[src/rtl/led_bar_counter.sv]
// Key-driven thermometer bar counter: three active-low keys (clear/up/down),
// each synchronised and debounced, with optional auto-repeat on up/down.

module led_bar_key #(
    parameter int DEB = 4,
    parameter int RD  = 0,
    parameter int RP  = 1
) (
    input  logic clk,
    input  logic rst_n,
    input  logic key,
    output logic level,
    output logic ev
);
    localparam int DW = $clog2(DEB + 1);

    logic [1:0]    sync;
    logic [DW-1:0] deb_cnt;
    logic          flip, lvl_nxt, press, rep;

    assign flip    = (sync[1] != level) && (deb_cnt == DW'(DEB - 1));
    assign lvl_nxt = flip ? sync[1] : level;
    assign ev      = press | rep;

    always_ff @(posedge clk or negedge rst_n) begin
        if (!rst_n) begin
            sync    <= 2'b11;
            deb_cnt <= '0;
            level   <= 1'b1;
            press   <= 1'b0;
        end else begin
            sync  <= {sync[0], key};
            level <= lvl_nxt;
            press <= flip & ~sync[1];
            if (sync[1] == level || flip) deb_cnt <= '0;
            else                          deb_cnt <= deb_cnt + DW'(1);
        end
    end

    generate
        if (RD == 0) begin : g_norep
            assign rep = 1'b0;
        end else begin : g_rep
            localparam int HMAX = (RD > RP) ? RD : RP;
            localparam int HW   = $clog2(HMAX + 1);
            logic [HW-1:0] hold;
            // Counts down to the next repeat; zero means idle (key released).
            always_ff @(posedge clk or negedge rst_n) begin
                if (!rst_n) begin
                    hold <= '0;
                    rep  <= 1'b0;
                end else if (lvl_nxt) begin
                    hold <= '0;
                    rep  <= 1'b0;
                end else if (flip) begin
                    hold <= HW'(RD);
                    rep  <= 1'b0;
                end else if (hold == HW'(1)) begin
                    hold <= HW'(RP);
                    rep  <= 1'b1;
                end else begin
                    if (hold != '0) hold <= hold - HW'(1);
                    rep <= 1'b0;
                end
            end
        end
    endgenerate
endmodule

module led_bar_counter #(
    parameter int N_LEDS          = 8,
    parameter int STEP            = 2,
    parameter int SAT_MODE        = 0,
    parameter int DEBOUNCE_CYCLES = 50000,
    parameter int REPEAT_DELAY    = 0,
    parameter int REPEAT_PERIOD   = 10000000,
    localparam int CW             = $clog2(N_LEDS + 1)
) (
    input  logic              clk,
    input  logic              rst_n,
    input  logic              key1,
    input  logic              key2,
    input  logic              key3,
    output logic [CW-1:0]     count,
    output logic [N_LEDS-1:0] seq,
    output logic              limit
);
    localparam logic [CW:0]       NL   = (CW + 1)'(N_LEDS);
    localparam logic [CW:0]       ST   = (CW + 1)'(STEP);
    localparam logic [CW:0]       MOD  = (CW + 1)'(N_LEDS + 1);
    localparam logic [N_LEDS-1:0] ONES = '1;

    logic [2:0] key_in, lvl, ev;
    logic       up, dn, unused;
    logic [CW:0] cur, res;
    logic [CW-1:0] cnt_nxt;
    logic          lim_nxt;

    assign key_in = {key3, key2, key1};
    assign unused = ^lvl[2:1];

    for (genvar i = 0; i < 3; i++) begin : g_key
        led_bar_key #(
            .DEB(DEBOUNCE_CYCLES),
            .RD (i == 0 ? 0 : REPEAT_DELAY),
            .RP (REPEAT_PERIOD)
        ) u_key (
            .clk  (clk),
            .rst_n(rst_n),
            .key  (key_in[i]),
            .level(lvl[i]),
            .ev   (ev[i])
        );
    end

    // Steps are dropped while clear is held; opposing steps cancel.
    assign up = ev[1] & lvl[0] & ~ev[2];
    assign dn = ev[2] & lvl[0] & ~ev[1];

    always_comb begin
        cur     = {1'b0, count};
        res     = cur;
        lim_nxt = 1'b0;
        if (ev[0]) begin
            res = '0;
        end else if (up) begin
            res = cur + ST;
            if (res > NL) begin
                lim_nxt = 1'b1;
                res     = (SAT_MODE != 0) ? NL : res - MOD;
            end
        end else if (dn) begin
            if (cur < ST) begin
                lim_nxt = 1'b1;
                res     = (SAT_MODE != 0) ? '0 : cur + MOD - ST;
            end else begin
                res = cur - ST;
            end
        end
        cnt_nxt = res[CW-1:0];
    end

    always_ff @(posedge clk or negedge rst_n) begin
        if (!rst_n) begin
            count <= '0;
            seq   <= '0;
            limit <= 1'b0;
        end else begin
            count <= cnt_nxt;
            seq   <= ~(ONES >> cnt_nxt);
            limit <= lim_nxt;
        end
    end
endmodule

[config.mk]
export PLATFORM = sky130hd
export DESIGN_NAME = led_bar_counter
export DESIGN_NICKNAME = d
export VERILOG_FILES = /design/src/rtl/led_bar_counter.sv
export SDC_FILE = /design/constraint.sdc
export NUM_CORES = 1
export LEC_CHECK = 0
export ABC_AREA = 1
export ABC_CLOCK_PERIOD_IN_PS = 3900
export BUFFER_PORTS_ARGS = -buffer_cell sky130_fd_sc_hd__buf_2
export CAP_MARGIN = 20
export CORE_AREA = 2 2 87 89
export DETAILED_ROUTE_END_ITERATION = 8
export DIE_AREA = 0 0 89 91
export HOLD_SLACK_MARGIN = 0.03
export PLACE_DENSITY_LB_ADDON = 0.1
export SLEW_MARGIN = 30
export SYNTH_ARGS = -nofsm -noshare
export SYNTH_HDL_FRONTEND = slang
export SYNTH_SLANG_ARGS = --single-unit
[constraint.sdc]
create_clock -name clk -period 3.9 [get_ports clk]
set_clock_uncertainty 0.1 [all_clocks]
set_input_delay 0 -clock clk [delete_from_list [all_inputs] [get_ports clk]]
set_output_delay 0 -clock clk [all_outputs]
set_load 0.02 [all_outputs]
Word-level counts from Yosys, hierarchy flattened. Cells that the tools add are included.

Reduce and logical (&&, ||, !) cells: 6. $add $sub $neg: 8. $mul: 0. Shift operators: 1. Mux-type cells: 13. Order comparisons: 2. Bitwise logic cells: 13. Equality and inequality tests: 9. Div/mod/pow operators: 0.

Operator list (number): $add A16 B1 Y16 const B (3); $eq A16 B16 Y1 const B (3); $mux W16 (3); $mux W4 (5); $not A8 Y8 (1); $shr A8 B4 Y8 const A (1); $sub A4 B2 Y4 const B (2); $and A1 B1 Y1 (7); $add A4 B2 Y5 const B (1); $gt A5 B4 Y1 const B (1); $mux W1 (5); $not A1 Y1 (5); $add A4 B4 Y4 const B (1); $lt A4 B2 Y1 const B (1); $sub A4 B4 Y4 const B (1); $eq A1 B1 Y1 (3); $logic_and A1 B1 Y1 (3); $logic_or A1 B1 Y1 (3); $ne A1 B1 Y1 (3).

Output and inout port bits: 13. Bits in latches: 0. Memory bits (writable): 0. Memory bits (read-only): 0. Input bits: 5. Bits in registers: 73. Logic and storage cells: 67. Memories: 0.

Logic depth before layout (Yosys ltp).
Word-level depth: 8. Gate-level depth with buffers: 12. Depth with buffers taken out: 12.

Modules after synthesis. From an unflattened synthesis, not the netlist that was laid out.

Cells, all modules: 513. Area, all modules: 4008.8 µm².

By module, submodules not included: led_bar_key (instances 3, area an instance 1057.3 µm², cells each 132); led_bar_counter (instances 1, area an instance 837.1 µm², cells each 117).

Least setup slack after synthesis. No wires, ideal clock.

Kind: reg-to-reg. Start: register count[1]. End: register seq[3]. Stages on the path, launching flop included: 13. Setup time: 0.120 ns. Required time: 3.680 ns. Arrival: 1.705 ns. Buffers on the path: 0. Path slack: 1.975 ns. Cell sequence: dfrtp_1 inv_1 ha_1 inv_1 nand2_1 nand3_2 nand2_2 nand2_1 nand3_1 nand3_1 nand2_1 nand2_1 nand2_1.

Word-level cells in the longest chain between the ends: 8. Elaborated cells between the ends (all ways): 14. Classes of those cells: add/sub: 5; order compare: 2; shift: 1; mux: 5; bitwise: 1.

RTL lines: start, declared (RTL line 84) `output logic [CW-1:0] count,`; start signal, assigned (RTL line 149) `count <= cnt_nxt;`; $add A4 B4 Y4 (RTL line 135) `res = (SAT_MODE != 0) ? '0 : cur + MOD - ST;`; $sub A4 B2 Y4 (RTL line 135); $mux W4 (RTL line 133) `if (cur < ST) begin`; $mux W4 (RTL line 132) `end else if (dn) begin`; $mux W4 (*) (RTL line 126) `end else if (up) begin`; $mux W4 (*) (RTL line 124) `if (ev[0]) begin`; $shr A8 B4 Y8 (*) (RTL line 150) `seq <= ~(ONES >> cnt_nxt);`; $not A8 Y8 (*) (RTL line 150); end signal, assigned (RTL line 150); end, declared (RTL line 85) `output logic [N_LEDS-1:0] seq,`.

Every way passes the cells marked *; elsewhere a longest branch is shown, timed or not. A chain may end at the register's enable or synchronous reset.

Worst setup path after layout.
Start: register count[1]. End: register seq[5].

Elaborated cells between the ends (all ways): 14. Classes of those cells: add/sub: 5; order compare: 2; shift: 1; mux: 5; bitwise: 1.

RTL lines: $add A4 B2 Y5 / $lt A4 B2 Y1 (equally long branches) (RTL line 127, 133); $gt A5 B4 Y1 / $mux W4 (equally long branches) (RTL line 128, 133); $mux W4, on equally long branches (RTL line 128, 132); $mux W4 (*) (RTL line 126); $mux W4 (*) (RTL line 124); via res[0] (RTL line 95) `logic [CW:0] cur, res;`; $shr A8 B4 Y8 (*) (RTL line 150); $not A8 Y8 (*) (RTL line 150).

The timed path passes the listed nets; every way through them passes the cells marked *.

==> impl_metrics.tcl <==
set metrics [dict create \
    status "finished clean" \
    clk_pin_slew_ns 0.08 \
    utilization_pct 60.5 \
    drive_gt1_share_pct 17.2 \
    p_per_area_nw_per_um2 334 \
    slew_headroom_pct 57.6 \
    fin_tns_setup_ns 0 \
    start_kind "register" \
    setup_viol 0 \
    p_leak_nw 1.94 \
    fmax_mhz 489 \
    grt_max_degree 73 \
    vias_per_cell 5.08 \
    synth-seq-cells 72 \
    dp_hpwl_mm 5.10 \
    async_flop_share_pct 100 \
    hold_path_class "in2async" \
    clock_latency_ns 0.34 \
    syn-cell-area_um2 3900 \
    drcViolationCount 0 \
    path_max_fanout 8 \
    vdd_drop_max_uv 247 \
    r2r_end "seq[5]" \
    ios 18 \
    min_period_over_period_pct 52.5 \
    cpMaxStageDelayCell "dfrtp_1" \
    route.met2.wl_mm 3.33 \
    rsz0062_at_grt "no" \
    antenna_cells 0 \
    final_cell_mix "nand2_1 (106), nor2_1 (71), dfrtp_1 (63), inv_1 (53), nand3_1 (35)" \
    ant_nets 0 \
    crit_buf_inv 2 \
    start_util_pct 54.6 \
    die_x_um 89 \
    path_delay_family "simple AND/OR/NAND/NOR gates" \
    fin_crit_ns 2.05 \
    synth_top_area_share_pct 40.4 \
    syn_area_per_cell_um2 8.15 \
    area_delta_synth_final_pct 10.9 \
    cts_resized 0 \
    chipHeight_um 91 \
    dpl.cell_count 590 \
    drv_slew 0 \
    synth_adder_area_share_pct 2.89 \
    critPathKind "reg2reg" \
    drtIter0Drc 81 \
    synthSimpleGateAreaFrac_pct 37.7 \
    core_um2 7140 \
    cts_tree "yes" \
    grt_first_pass_wirelength_mm 13.1 \
    cp_common_cell "nand2_1" \
    path_cells "inv_1, ha_1, inv_1, nand2_1, nand3_2, nand2_2, nand2_2, nand3_1, nand2_1, nor2_4, nand2_1, nand3_1" \
    tightest_slew_ns 0.637 \
    syn_inst 478 \
    ff2ff_path_depth 12 \
    power_mw 1.44 \
    clock-root-buffer "clkbuf_8" \
    wl_met3_um 192 \
    antenna_found_initial 0 \
    wl_per_cell_um 11.7 \
    grt_pass1_vias 2995 \
    htree_num_levels 3 \
    globalRouteOverflowTotal 0 \
    cap_violations 0 \
    clock-sinks 72 \
    synth-edff-count 0 \
    top_layer "met4" \
    synth_compound_area_share_pct 3.27 \
    drtPass1Iterations 4 \
    synth_warnings 0 \
    synth_top_family_by_area "simple AND/OR/NAND/NOR gates" \
    critPathArrivalTime_ns 2.22 \
    r2r-start "count[1]" \
    synth_xor_area_share_pct 2.92 \
    muxShareOfSynthArea_pct 0 \
    fin_nets 520 \
    port_buffers 17 \
    wl_met1_mm 3.54 \
    final_hold_viol_count 0 \
    dieArea_um2 8100 \
    yosysTopAreaCell "dfrtp_1" \
    crit_required_ns 4.07 \
    r2r_setup_slack_ns 1.85 \
    final_cells 610 \
    routed_wl_mm 7.16 \
    num_vias 3099 \
    synth.distinct_cells 33 \
    yosys-top-cells-area "dfrtp_1 (40%), nand2_1 (10%), nor2_1 (6.8%)" \
    syn-num-nets 492 \
    final_common_cell "nand2_1" \
    end_kind "register" \
    gp_congestion 0.888 \
    cp_slowest_stage_delay_ns 0.51 \
    synth_ff_type "dfrtp_1" \
    grt_usage_pct 20.1 \
    clk_path_buf_depth 2 \
    rows 31 \
    cts-buffers-inserted 9 \
    yosysSeqAreaShare_pct 46.5 \
]
what timing repair did:
item / in CTS / in global routing
hold buffers: 4 / 0
endpoints found under the hold margin: 66 / 0
buffers inserted: 0 / 0
sequential cells by signal (all words and copies together), names as in the netlist:
register             count
g_key.u_key.level        3
seq                      8
g_key.u_key.deb_cnt     48
limit                    1
g_key.u_key.ev           3
count                    3
g_key.u_key.sync         6
cell type report:
cell class / count / area [µm²]
Clock buffer: 11 / 131
Clock inverter: 5 / 81.3
Fill cell: 677 / 2820
Inverter: 58 / 218
Multi-Input combinational cell: 344 / 1820
Sequential cell: 72 / 1810
Tap cell: 99 / 124
Timing Repair Buffer: 21 / 131
per-layer routing:
layer	track usage, %	vias to the layer above
met5	0	-
met4	7.84	0
met3	3.91	10
met2	31.6	42
met1	27.4	1452
li1	-	1595
metrics by stage:
| step | cell area [µm²] | setup WS, ns | hold slack (ns) |
|---|---|---|---|
| 6_report | 4320 | 1.85 | 0.118 |
| 4_1_cts | 4320 | 1.87 | 0.183 |
| 2_1_floorplan | 3900 | 1.97 | -0.396 |
| 3_3_place_gp | 4060 | 1.92 | 0.00550 |
| 5_1_grt | 4320 | 1.70 | 0.196 |
| 3_5_place_dp | 4060 | 1.88 | 0.00615 |
worst max path at each step:
stage	depth (start not counted)	endpoint	slack, ns	from
6_report	12	seq[5]	1.85	count[1]
3_5_place_dp	11	seq[7]	1.88	count[1]
5_1_grt	11	seq[1]	1.70	count[1]
2_1_floorplan	12	seq[3]	1.97	count[1]
4_1_cts	12	seq[5]	1.87	count[1]
3_3_place_gp	12	seq[3]	1.92	count[1]
where the power goes:
group,total [mW],switching (mW),internal (mW)
clock,0.632,0.271,0.361
combinational,0.0441,0.0311,0.0130
sequential,0.767,0.00765,0.759
synth_stat cells, types with 2 or more instances:
cell type / number
a21oi_1: 13
and3_1: 2
buf_6: 2
dfrtp_1: 63
dfstp_2: 9
ha_1: 9
inv_1: 53
inv_2: 5
nand2_1: 106
nand2_2: 8
nand3_1: 35
nand3_2: 6
nand4_1: 14
nor2_1: 71
nor2_2: 11
nor2_4: 4
nor3_1: 24
nor3_2: 6
nor3b_1: 4
nor4_1: 2
nor4_2: 4
o21ai_0: 5
xnor2_1: 4
xor2_1: 9
cells by family after synthesis:
| kind of cell | after synthesis |
|---|---|
| simple gates | 300 |
| flops | 72 |
| buf+inv | 62 |
| compound gates | 22 |
| xor+xnor | 13 |
| fa+ha+maj | 9 |
Power figures use the tool's default switching activity.
